## src/rtl/segasys1_sound_latch_if.sv

```systemverilog
// segasys1_sound_latch_if: main-CPU write strobe, sound-CPU read strobe and mailbox status bundle
interface segasys1_sound_latch_if #(parameter int DEPTH = 4);
  localparam int LW = $clog2(DEPTH) + 1;
  logic          wr_req;
  logic [7:0]    wr_data;
  logic          rd_req;
  logic [7:0]    rd_data;
  logic          snd_nmi;
  logic          empty;
  logic          full;
  logic [LW-1:0] level;
  logic          ovf;
  logic          ovf_clr;
  modport master (output wr_req, wr_data, rd_req, ovf_clr,
                  input  rd_data, snd_nmi, empty, full, level, ovf);
  modport slave  (input  wr_req, wr_data, rd_req, ovf_clr,
                  output rd_data, snd_nmi, empty, full, level, ovf);
endinterface

```

## src/rtl/segasys1_sound_latch.sv

```systemverilog
// segasys1_sound_latch: main-to-sound Z80 command FIFO with NMI pacing
module segasys1_sound_latch #(
  parameter int DEPTH   = 4,
  parameter int GAP_CYC = 96
) (
  input  logic CLK48M,
  input  logic RESET,
  segasys1_sound_latch_if.slave bus
);
  localparam int AW = $clog2(DEPTH);
  localparam int LW = AW + 1;
  localparam int CW = $clog2(GAP_CYC + 1);
  localparam logic [1:0] IDLE   = 2'd0;
  localparam logic [1:0] ASSERT = 2'd1;
  localparam logic [1:0] GAP    = 2'd2;
  logic [7:0]    mem [DEPTH];
  logic [AW-1:0] wr_ptr, rd_ptr;
  logic [LW-1:0] level, level_n;
  logic          empty, full, ovf, snd_nmi;
  logic [7:0]    rd_data;
  logic          wr_q, rd_q, live, pop_q;
  logic          push, pop, do_push, do_pop;
  logic [1:0]    state, state_n;
  logic [CW-1:0] cnt;
  // live blocks a strobe that was already high across reset from looking like a new edge
  assign push    = bus.wr_req & ~wr_q & live;
  assign pop     = ~bus.rd_req & rd_q;
  assign do_pop  = pop & ~empty;
  assign do_push = push & (~full | do_pop);
  assign level_n = level + LW'(do_push) - LW'(do_pop);
  // the NMI drops one edge after the pop via pop_q
  always_comb
    state_n = state == IDLE   ? (empty ? IDLE : ASSERT) :
              state == ASSERT ? (pop_q ? GAP : ASSERT) :
                                (cnt == '0 ? IDLE : GAP);
  always_ff @(posedge CLK48M)
    if (do_push) mem[wr_ptr] <= bus.wr_data;
  always_ff @(posedge CLK48M or posedge RESET) begin
    if (RESET) begin
      wr_ptr  <= '0;
      rd_ptr  <= '0;
      level   <= '0;
      empty   <= 1'b1;
      full    <= 1'b0;
      ovf     <= 1'b0;
      rd_data <= 8'h00;
      wr_q    <= 1'b0;
      rd_q    <= 1'b0;
      live    <= 1'b0;
      pop_q   <= 1'b0;
      state   <= IDLE;
      snd_nmi <= 1'b0;
      cnt     <= '0;
    end else begin
      wr_q    <= bus.wr_req;
      rd_q    <= bus.rd_req;
      live    <= 1'b1;
      pop_q   <= do_pop;
      wr_ptr  <= wr_ptr + AW'(do_push);
      rd_ptr  <= rd_ptr + AW'(do_pop);
      level   <= level_n;
      empty   <= level_n == '0;
      full    <= level_n == LW'(DEPTH);
      rd_data <= empty ? rd_data : mem[rd_ptr];
      ovf     <= (push & full & ~pop) ? 1'b1 : bus.ovf_clr ? 1'b0 : ovf;
      state   <= state_n;
      snd_nmi <= state_n == ASSERT;
      cnt     <= (state == ASSERT && pop_q) ? CW'(GAP_CYC - 1) :
                 (state == GAP && cnt != '0) ? cnt - 1'b1 : cnt;
    end
  end
  assign bus.rd_data = rd_data;
  assign bus.snd_nmi = snd_nmi;
  assign bus.empty   = empty;
  assign bus.full    = full;
  assign bus.level   = level;
  assign bus.ovf     = ovf;
endmodule

```

## src/flat_wrapper.sv

```systemverilog
// flat-port wrapper written by rule: the top's interface ports become plain ports
module segasys1_sound_latch_flat 
#(
  parameter int DEPTH   = 4,
  parameter int GAP_CYC = 96
)
  (CLK48M, RESET, bus_wr_req, bus_wr_data, bus_rd_req, bus_ovf_clr, bus_rd_data, bus_snd_nmi, bus_empty, bus_full, bus_level, bus_ovf);
  segasys1_sound_latch_if #(.DEPTH(DEPTH)) bus_i ();
  input  logic CLK48M;
  input  logic RESET;
  input wire logic [$bits(bus_i.wr_req)-1:0] bus_wr_req;
  input wire logic [$bits(bus_i.wr_data)-1:0] bus_wr_data;
  input wire logic [$bits(bus_i.rd_req)-1:0] bus_rd_req;
  input wire logic [$bits(bus_i.ovf_clr)-1:0] bus_ovf_clr;
  output wire logic [$bits(bus_i.rd_data)-1:0] bus_rd_data;
  output wire logic [$bits(bus_i.snd_nmi)-1:0] bus_snd_nmi;
  output wire logic [$bits(bus_i.empty)-1:0] bus_empty;
  output wire logic [$bits(bus_i.full)-1:0] bus_full;
  output wire logic [$bits(bus_i.level)-1:0] bus_level;
  output wire logic [$bits(bus_i.ovf)-1:0] bus_ovf;
  assign bus_i.wr_req = bus_wr_req;
  assign bus_i.wr_data = bus_wr_data;
  assign bus_i.rd_req = bus_rd_req;
  assign bus_i.ovf_clr = bus_ovf_clr;
  assign bus_rd_data = bus_i.rd_data;
  assign bus_snd_nmi = bus_i.snd_nmi;
  assign bus_empty = bus_i.empty;
  assign bus_full = bus_i.full;
  assign bus_level = bus_i.level;
  assign bus_ovf = bus_i.ovf;
  segasys1_sound_latch #(.DEPTH(DEPTH), .GAP_CYC(GAP_CYC)) u_core (.CLK48M(CLK48M), .RESET(RESET), .bus(bus_i));
endmodule
```

## config.mk

```make
export PLATFORM = sky130hd
export DESIGN_NAME = segasys1_sound_latch_flat
export DESIGN_NICKNAME = d
export VERILOG_FILES = /design/src/rtl/segasys1_sound_latch_if.sv /design/src/rtl/segasys1_sound_latch.sv /design/src/flat_wrapper.sv
export SDC_FILE = /design/constraint.sdc
export NUM_CORES = 1
export LEC_CHECK = 0
export ABC_AREA = 1
export CAP_MARGIN = 20
export CORE_UTILIZATION = 50
export CTS_CLUSTER_DIAMETER = 80
export DETAILED_ROUTE_END_ITERATION = 10
export HOLD_SLACK_MARGIN = 0.05
export PLACE_DENSITY = 0.74
export SLEW_MARGIN = 20
export SYNTH_ARGS = -nofsm -noshare
export SYNTH_HDL_FRONTEND = slang
export SYNTH_SLANG_ARGS = --single-unit
```

## constraint.sdc

```tcl
create_clock -name CLK48M -period 2.2 [get_ports CLK48M]
set_clock_uncertainty 0.15 [all_clocks]
set_input_delay 0.44 -clock CLK48M [delete_from_list [all_inputs] [get_ports CLK48M]]
set_output_delay 0.44 -clock CLK48M [all_outputs]
set_load 0.05 [all_outputs]
```

==> impl_metrics.yaml, run 1 <==
run_status:
  status: "complete, no violations"
sta:
  drv_slew: 0
  relSlewSlack_pct: 58.70
  final_hold_viol_count: 0
  fmax_mhz: 469.1
  period_needed_ns: 2.132
  rsz0062_at_grt: "true"
  final.period_utilization_pct: 96.90
  hold_slack_ns: 0.09938
  tightestPinTransition_ns: 0.6195
  setup_viol: 0
final_layout:
  post-route-util_pct: 65.02
  final_nets: 311
  final_common_cell: "nand2_1"
  antenna_cells: 0
  syn_to_final_growth_pct: 23.87
  final_cell_mix: "48 x nand2_1, 32 x edfxtp_1, 31 x dfrtp_1, 30 x nor2_1, 23 x clkdlybuf4s50_1"
  instances_no_fill: 367
  drive_gt1_share_pct: 17.51
floorplan:
  row_count: 26
  pin_count: 28
  die_w_um: 75.69
  die_area_sq_um: 5729
  core_sq_um: 5172
  start_util_pct: 52.49
  die_h_um: 75.69
power_and_ir_drop:
  fin_total_pwr_mw: 4.888
  leakage_nw: 1.427
  p_per_area_nw_per_um2: 1453
  ir_drop_v: 0.0006204
routing:
  drc: 0
  ant_nets: 0
  vias: 1796
  viasPerCell: 4.894
  wl_per_cell_um: 12.92
  wl_mm: 4.740
  drt_iter0_markers: 141
  drt-pass1-iter-count: 4
clocking:
  cts_root_buffer: "clkbuf_8"
  cts_buffers: 9
  ctsHoldBuffers: 0
  clock_latency_ns: 0.33
  tritoncts: "done"
  cts_sinks: 64
  clock_path_buffers: 2
  path_clk_slew_ns: 0.07
  htree_levels: 3
yosys:
  synthArstFlopShare_pct: 50.00
  synth_xor_area_share_pct: 1.613
  yosysSeqAreaShare_pct: 64.93
  synthCells: 247
  synthDistinctLibCells: 30
  synth_nets: 266
  syn_area_per_cell_sq_um: 10.99
  synth_compound_area_share_pct: 6.682
  synth_top_family_by_area: "simple AND/OR/NAND/NOR gates"
  synth_edf_count: 32
  synthAdderAreaFrac_pct: 3.041
  synthMuxAreaShare_pct: 0
  syn_area_sq_um: 2715
  synth-main-ff-cell: "edfxtp_1"
  ys_warn_count: 0
  synthSimpleGateAreaFrac_pct: 17.88
  yosys_register_bits: 64
setup_path:
  critPathKind: "flip-flop to flip-flop"
  slowest_stage: "dfstp_4"
  cpPeakStageDelay_ns: 0.63
  arrival_ns: 2.21
  cp-end-kind: "flip-flop"
  critPathLaunchType: "flip-flop"
  critPathRequiredTime_ns: 2.28
  crit_chain: "nor2_4 -> ha_4 -> inv_2 -> ha_4 -> inv_2 -> fa_2 -> xnor2_2 -> xnor2_2 -> and2_1"
  cp_max_fo: 3
grt:
  grt_pass1_vias: 1701
  overflow: 0
  grt_first_pass_wirelength_mm: 7.948
  grt_max_degree: 33
  grt_use_total_pct: 19.92
  antenna_found_initial: 0
placement:
  io_buffers: 27
  dp_hpwl_mm: 3.186
  dp.cells: 350
  gp_congestion: 0.7871
flow_run:
  drv_cap: 0
worst_hold_path:
  hp-class: "input port to flip-flop"
-- synth_stat cells, types with 3 or more instances --
master    count  area (sq um)
o21ai_2       5         43.79
ha_1          5         62.56
inv_1        21         78.83
buf_6         4         45.04
dfrtp_1      31         775.7
nor3_1        4         20.02
nor2_1       32         120.1
edfxtp_1     32         960.9
o21ai_0       8         40.04
o21ai_1      17         85.08
nand3_1      13         65.06
xor2_1        3         26.28
nand2_1      50         187.7
-- report_power, final --
group | switching (mW) | internal, mW | total, mW
clock network | 0.420 | 0.519 | 0.938
logic | 1.32 | 0.811 | 2.13
registers | 0.264 | 1.56 | 1.82
-- per-stage QoR --
stage               cell area, sq um  setup slack, ns   TNS [ns]
floorplan                       2733          -0.1022    -0.1254
global placement                3127          -0.4687     -1.487
detailed placement              3127          -0.5726     -4.431
CTS                             3346        -0.005961  -0.005961
global route                    3363        0.0001033          0
finish                          3363          0.06822          0
-- flip-flops by register name (all words and copies together) (netlist names), 2 cells and up --
| register | cells |
|---|---|
| u_core.bus.level | 3 |
| u_core.bus.rd_data | 8 |
| u_core.cnt | 7 |
| u_core.mem | 32 |
| u_core.rd_ptr | 2 |
| u_core.state | 2 |
| u_core.wr_ptr | 2 |
-- logic make-up (layout without fill, tap and decap cells) --
| kind of cell | count (synthesis) | count (layout) |
|---|---|---|
| other cells | 1 | 1 |
| flops | 64 | 64 |
| buf+inv | 30 | 80 |
| xor+xnor | 5 | 5 |
| simple gates | 109 | 109 |
| compound gates | 32 | 32 |
| fa+ha+maj | 6 | 6 |
-- metal layers --
layer | up-vias | part of all wire, % | track usage, %
li1 | 904 | - | -
met1 | 856 | 45 | 25.40
met2 | 29 | 50 | 31.55
met3 | 7 | 3.2 | 5.159
met4 | 0 | 1.6 | 10.49
met5 | - | 0 | 0
-- critical path, delay by kind of cell (launching register included) --
kind / cells / cell delay [ns]
xor+xnor: 2 / 0.32
fa+ha+maj: 3 / 0.65
buf+inv: 2 / 0.09
flops: 1 / 0.63
simple gates: 2 / 0.19
-- worst paths after layout --
kind | startpoint | cells past startpoint | end | slack, ns
setup / recovery | u_core.bus.empty$_DFF_PP1_ | 9 | u_core.bus.full$_DFF_PP0_ | 0.07
hold / removal | bus_wr_req | 1 | u_core.wr_q$_DFF_PP0_ | 0.1
setup reg to reg | u_core.bus.empty$_DFF_PP1_ | 9 | u_core.bus.full$_DFF_PP0_ | 0.07
hold reg to reg | u_core.bus.rd_data[2]$_DFFE_PP0N_ | 2 | u_core.bus.rd_data[2]$_DFFE_PP0N_ | 0.33
max in group asynchronous | RESET | 3 | u_core.bus.empty$_DFF_PP1_ | 1.23
min in group asynchronous | RESET | 3 | u_core.cnt[3]$_DFFE_PP0P_ | 0.34
-- area by class of cell --
type,count,area [sq um]
Fill cell,395,1809
Sequential cell,64,1767
Multi-Input combinational cell,153,854.6
Timing Repair Buffer,40,377.9
Clock buffer,12,135.1
Inverter,24,95.09
Tap cell,70,87.58
Clock inverter,4,46.29
-- what timing repair did --
| item | in CTS | in global routing |
|---|---|---|
| setup buffers | 1 | 0 |
| resized for setup | 9 | 6 |
| endpoints found under the setup margin | 3 | 3 |
| pin swaps | 5 | 6 |
(Power assumes the default switching activity.)
==> run 2, diff against run 1 <==
--- a/config.mk
+++ b/config.mk
@@ -12,6 +12,7 @@
 export DETAILED_ROUTE_END_ITERATION = 10
 export HOLD_SLACK_MARGIN = 0.05
 export PLACE_DENSITY = 0.74
+export REMOVE_ABC_BUFFERS = 1
 export SLEW_MARGIN = 20
 export SYNTH_ARGS = -nofsm -noshare
 export SYNTH_HDL_FRONTEND = slang
==> run 2 against run 1 <==
Against the previous run:
- cell count up 0.54%
- maximum frequency down 2.2%
- register-to-register slack worse by 0.05 ns
- power down 3.8%
- clock-buffer cell count down 2
- first-iteration DRC count down 65%
- global-route usage down 2.0 points
- combinational power down 3%
- worst hold slack better by 0.10 ns
- sequential share of layout area up 0.34 points
- critical path depth unchanged
- highest routed layer unchanged
==> impl_metrics.yaml, run 2 (synthesis gave the netlist of run 1 again) <==
grt:
  grt_use_total_pct: 17.96
  overflow: 0
  grt_max_degree: 33
  grt_first_pass_wirelength_mm: 7.210
  antenna_found_initial: 0
  grt_pass1_vias: 1637
final_layout:
  antenna_cells: 0
  regArea_sq_um: 1763
  syn_to_final_growth_pct: 22.81
  largest_reg_flops: 32
  instances_no_fill: 369
  final_nets: 313
  multi_input_area_sq_um: 834.6
  final_common_cell: "nand2_1"
  final_cell_mix: "48 x nand2_1, 32 x edfxtp_1, 31 x dfrtp_1, 29 x nor2_1, 24 x clkdlybuf4s50_1"
  design_area_sq_um: 3334
  largestRegisters: "u_core.mem x32, u_core.bus.rd_data x8, u_core.cnt x7"
  n_fill_cell: 391
  drive_gt1_share_pct: 19.06
  largest_register: "u_core.mem"
routing:
  viasPerCell: 4.816
  ant_nets: 0
  drt_iter0_markers: 50
  drt-pass1-iter-count: 4
  wl_per_cell_um: 12.57
  wl_mm: 4.639
  drc: 0
  vias: 1777
floorplan:
  core_sq_um: 5172
  pin_count: 28
  row_count: 26
  die_area_sq_um: 5729
  die_h_um: 75.69
  start_util_pct: 52.49
  die_w_um: 75.69
run_status:
  status: "complete, no violations"
setup_path:
  path_delay_family: "adder cells"
  reg2reg_depth: 9
  critPathRequiredTime_ns: 2.28
  path_buf_inv: 2
  cp_max_fo: 3
  arrival_ns: 2.26
  slowest_stage: "dfstp_2"
  critPathLaunchType: "flip-flop"
  cpPeakStageDelay_ns: 0.56
  r2r_slack_ns: 0.02
  crit_path_frequent_cell: "xnor2_2"
  reg2reg_from: "u_core.bus.empty$_DFF_PP1_"
  reg2reg_to: "u_core.bus.full$_DFF_PP0_"
  cp-end-kind: "flip-flop"
  critPathKind: "flip-flop to flip-flop"
  crit_chain: "nor2_4 -> ha_1 -> inv_1 -> ha_2 -> inv_2 -> fa_2 -> xnor2_2 -> xnor2_2 -> and2_1"
sta:
  fmax_mhz: 458.8
  drv_slew: 0
  final.period_utilization_pct: 99.08
  relSlewSlack_pct: 66.84
  tightestPinTransition_ns: 0.4958
  final_hold_viol_count: 0
  fin_ws_ns: 0.02020
  setup_viol: 0
  period_needed_ns: 2.180
  rsz0062_at_grt: "true"
placement:
  dp_hpwl_mm: 3.063
  dpl-instance-area_sq_um: 3113
  dp.cells: 350
  pre_cts_ws_ns: -0.5718
  gp_congestion: 0.7515
  io_buffers: 27
power_and_ir_drop:
  leakage_nw: 1.425
  fin_total_pwr_mw: 4.701
  p_per_area_nw_per_um2: 1410
  ir_drop_v: 0.001002
clocking:
  ctsHoldBuffers: 0
  htree_levels: 3
  cts_root_buffer: "clkbuf_8"
  clock_path_buffers: 2
  path_clk_slew_ns: 0.07
  tritoncts: "done"
  clock_latency_ns: 0.34
  cts_sinks: 64
  cts_buffers: 9
worst_hold_path:
  holdPathStages: 1
  min_to: "u_core.rd_q$_DFF_PP0_"
  hp-class: "input port to flip-flop"
  worst_hold_startpoint: "bus_rd_req"
flow_run:
  drv_cap: 0
==> run 2: changes by cell type in the layout (fill, tap and decap cells not counted), sizes merged <==
| cell | previous run | this run |
|---|---|---|
| clkinv | 3 | 6 |
| buf | 14 | 16 |
| clkbuf | 12 | 10 |
| bufinv | 1 | 0 |
| clkdlybuf4s50 | 23 | 24 |
| dlymetal6s2s | 1 | 0 |
==> run 2: layer usage <==
layer  global-route usage [%]  part of all wire [%]
met2                    29.56                    50
met5                        0                     0
met4                    11.11                   2.9
met3                    3.968                   2.6
met1                    21.68                    45
==> run 2: cell type report <==
cell class	instances	area share [%]
multi-input combinational	153	25.03
timing repair buffer	42	11.71
clock buffer	10	3.827
clock inverter	6	1.088
sequential	64	52.87
tap	70	2.627
inverter	24	2.852
==> run 2: repair_timing <==
item | 4_1_cts | 5_1_grt
resized for setup | 9 | 6
setup endpoints to repair | 3 | 3
pin swaps | 5 | 8
setup buffers | 1 | 2
==> run 2: how the worst max path moves through the flow <==
stage | from | endpoint | slack (ns) | depth (start not counted)
2_1_floorplan | u_core.bus.empty$_DFF_PP1_ | u_core.bus.full$_DFF_PP0_ | -0.30 | 9
3_3_place_gp | bus_rd_req | u_core.bus.full$_DFF_PP0_ | -0.45 | 12
3_5_place_dp | bus_rd_req | u_core.bus.full$_DFF_PP0_ | -0.57 | 12
4_1_cts | u_core.bus.empty$_DFF_PP1_ | u_core.bus.full$_DFF_PP0_ | -0.02 | 9
5_1_grt | u_core.bus.empty$_DFF_PP1_ | u_core.bus.full$_DFF_PP0_ | -0.11 | 10
6_report | u_core.bus.empty$_DFF_PP1_ | u_core.bus.full$_DFF_PP0_ | 0.02 | 9
==> run 2: stage by stage <==
step	setup TNS, ns	hold WS, ns	util [%]
final	0	0.1995	64.47
after global routing	-0.1844	0.2003	64.47
after CTS	-0.01550	0.1895	63.84
after detailed placement	-2.644	0.3147	60.18
after global placement	-1.748	0.3137	60.18
after floorplan	-0.6763	0.2919	-
==> run 2: where the power goes <==
group	total (mW)	switching (mW)	internal, mW
Combinational	2.07	1.30	0.772
Sequential	1.79	0.235	1.55
Clock	0.841	0.439	0.402
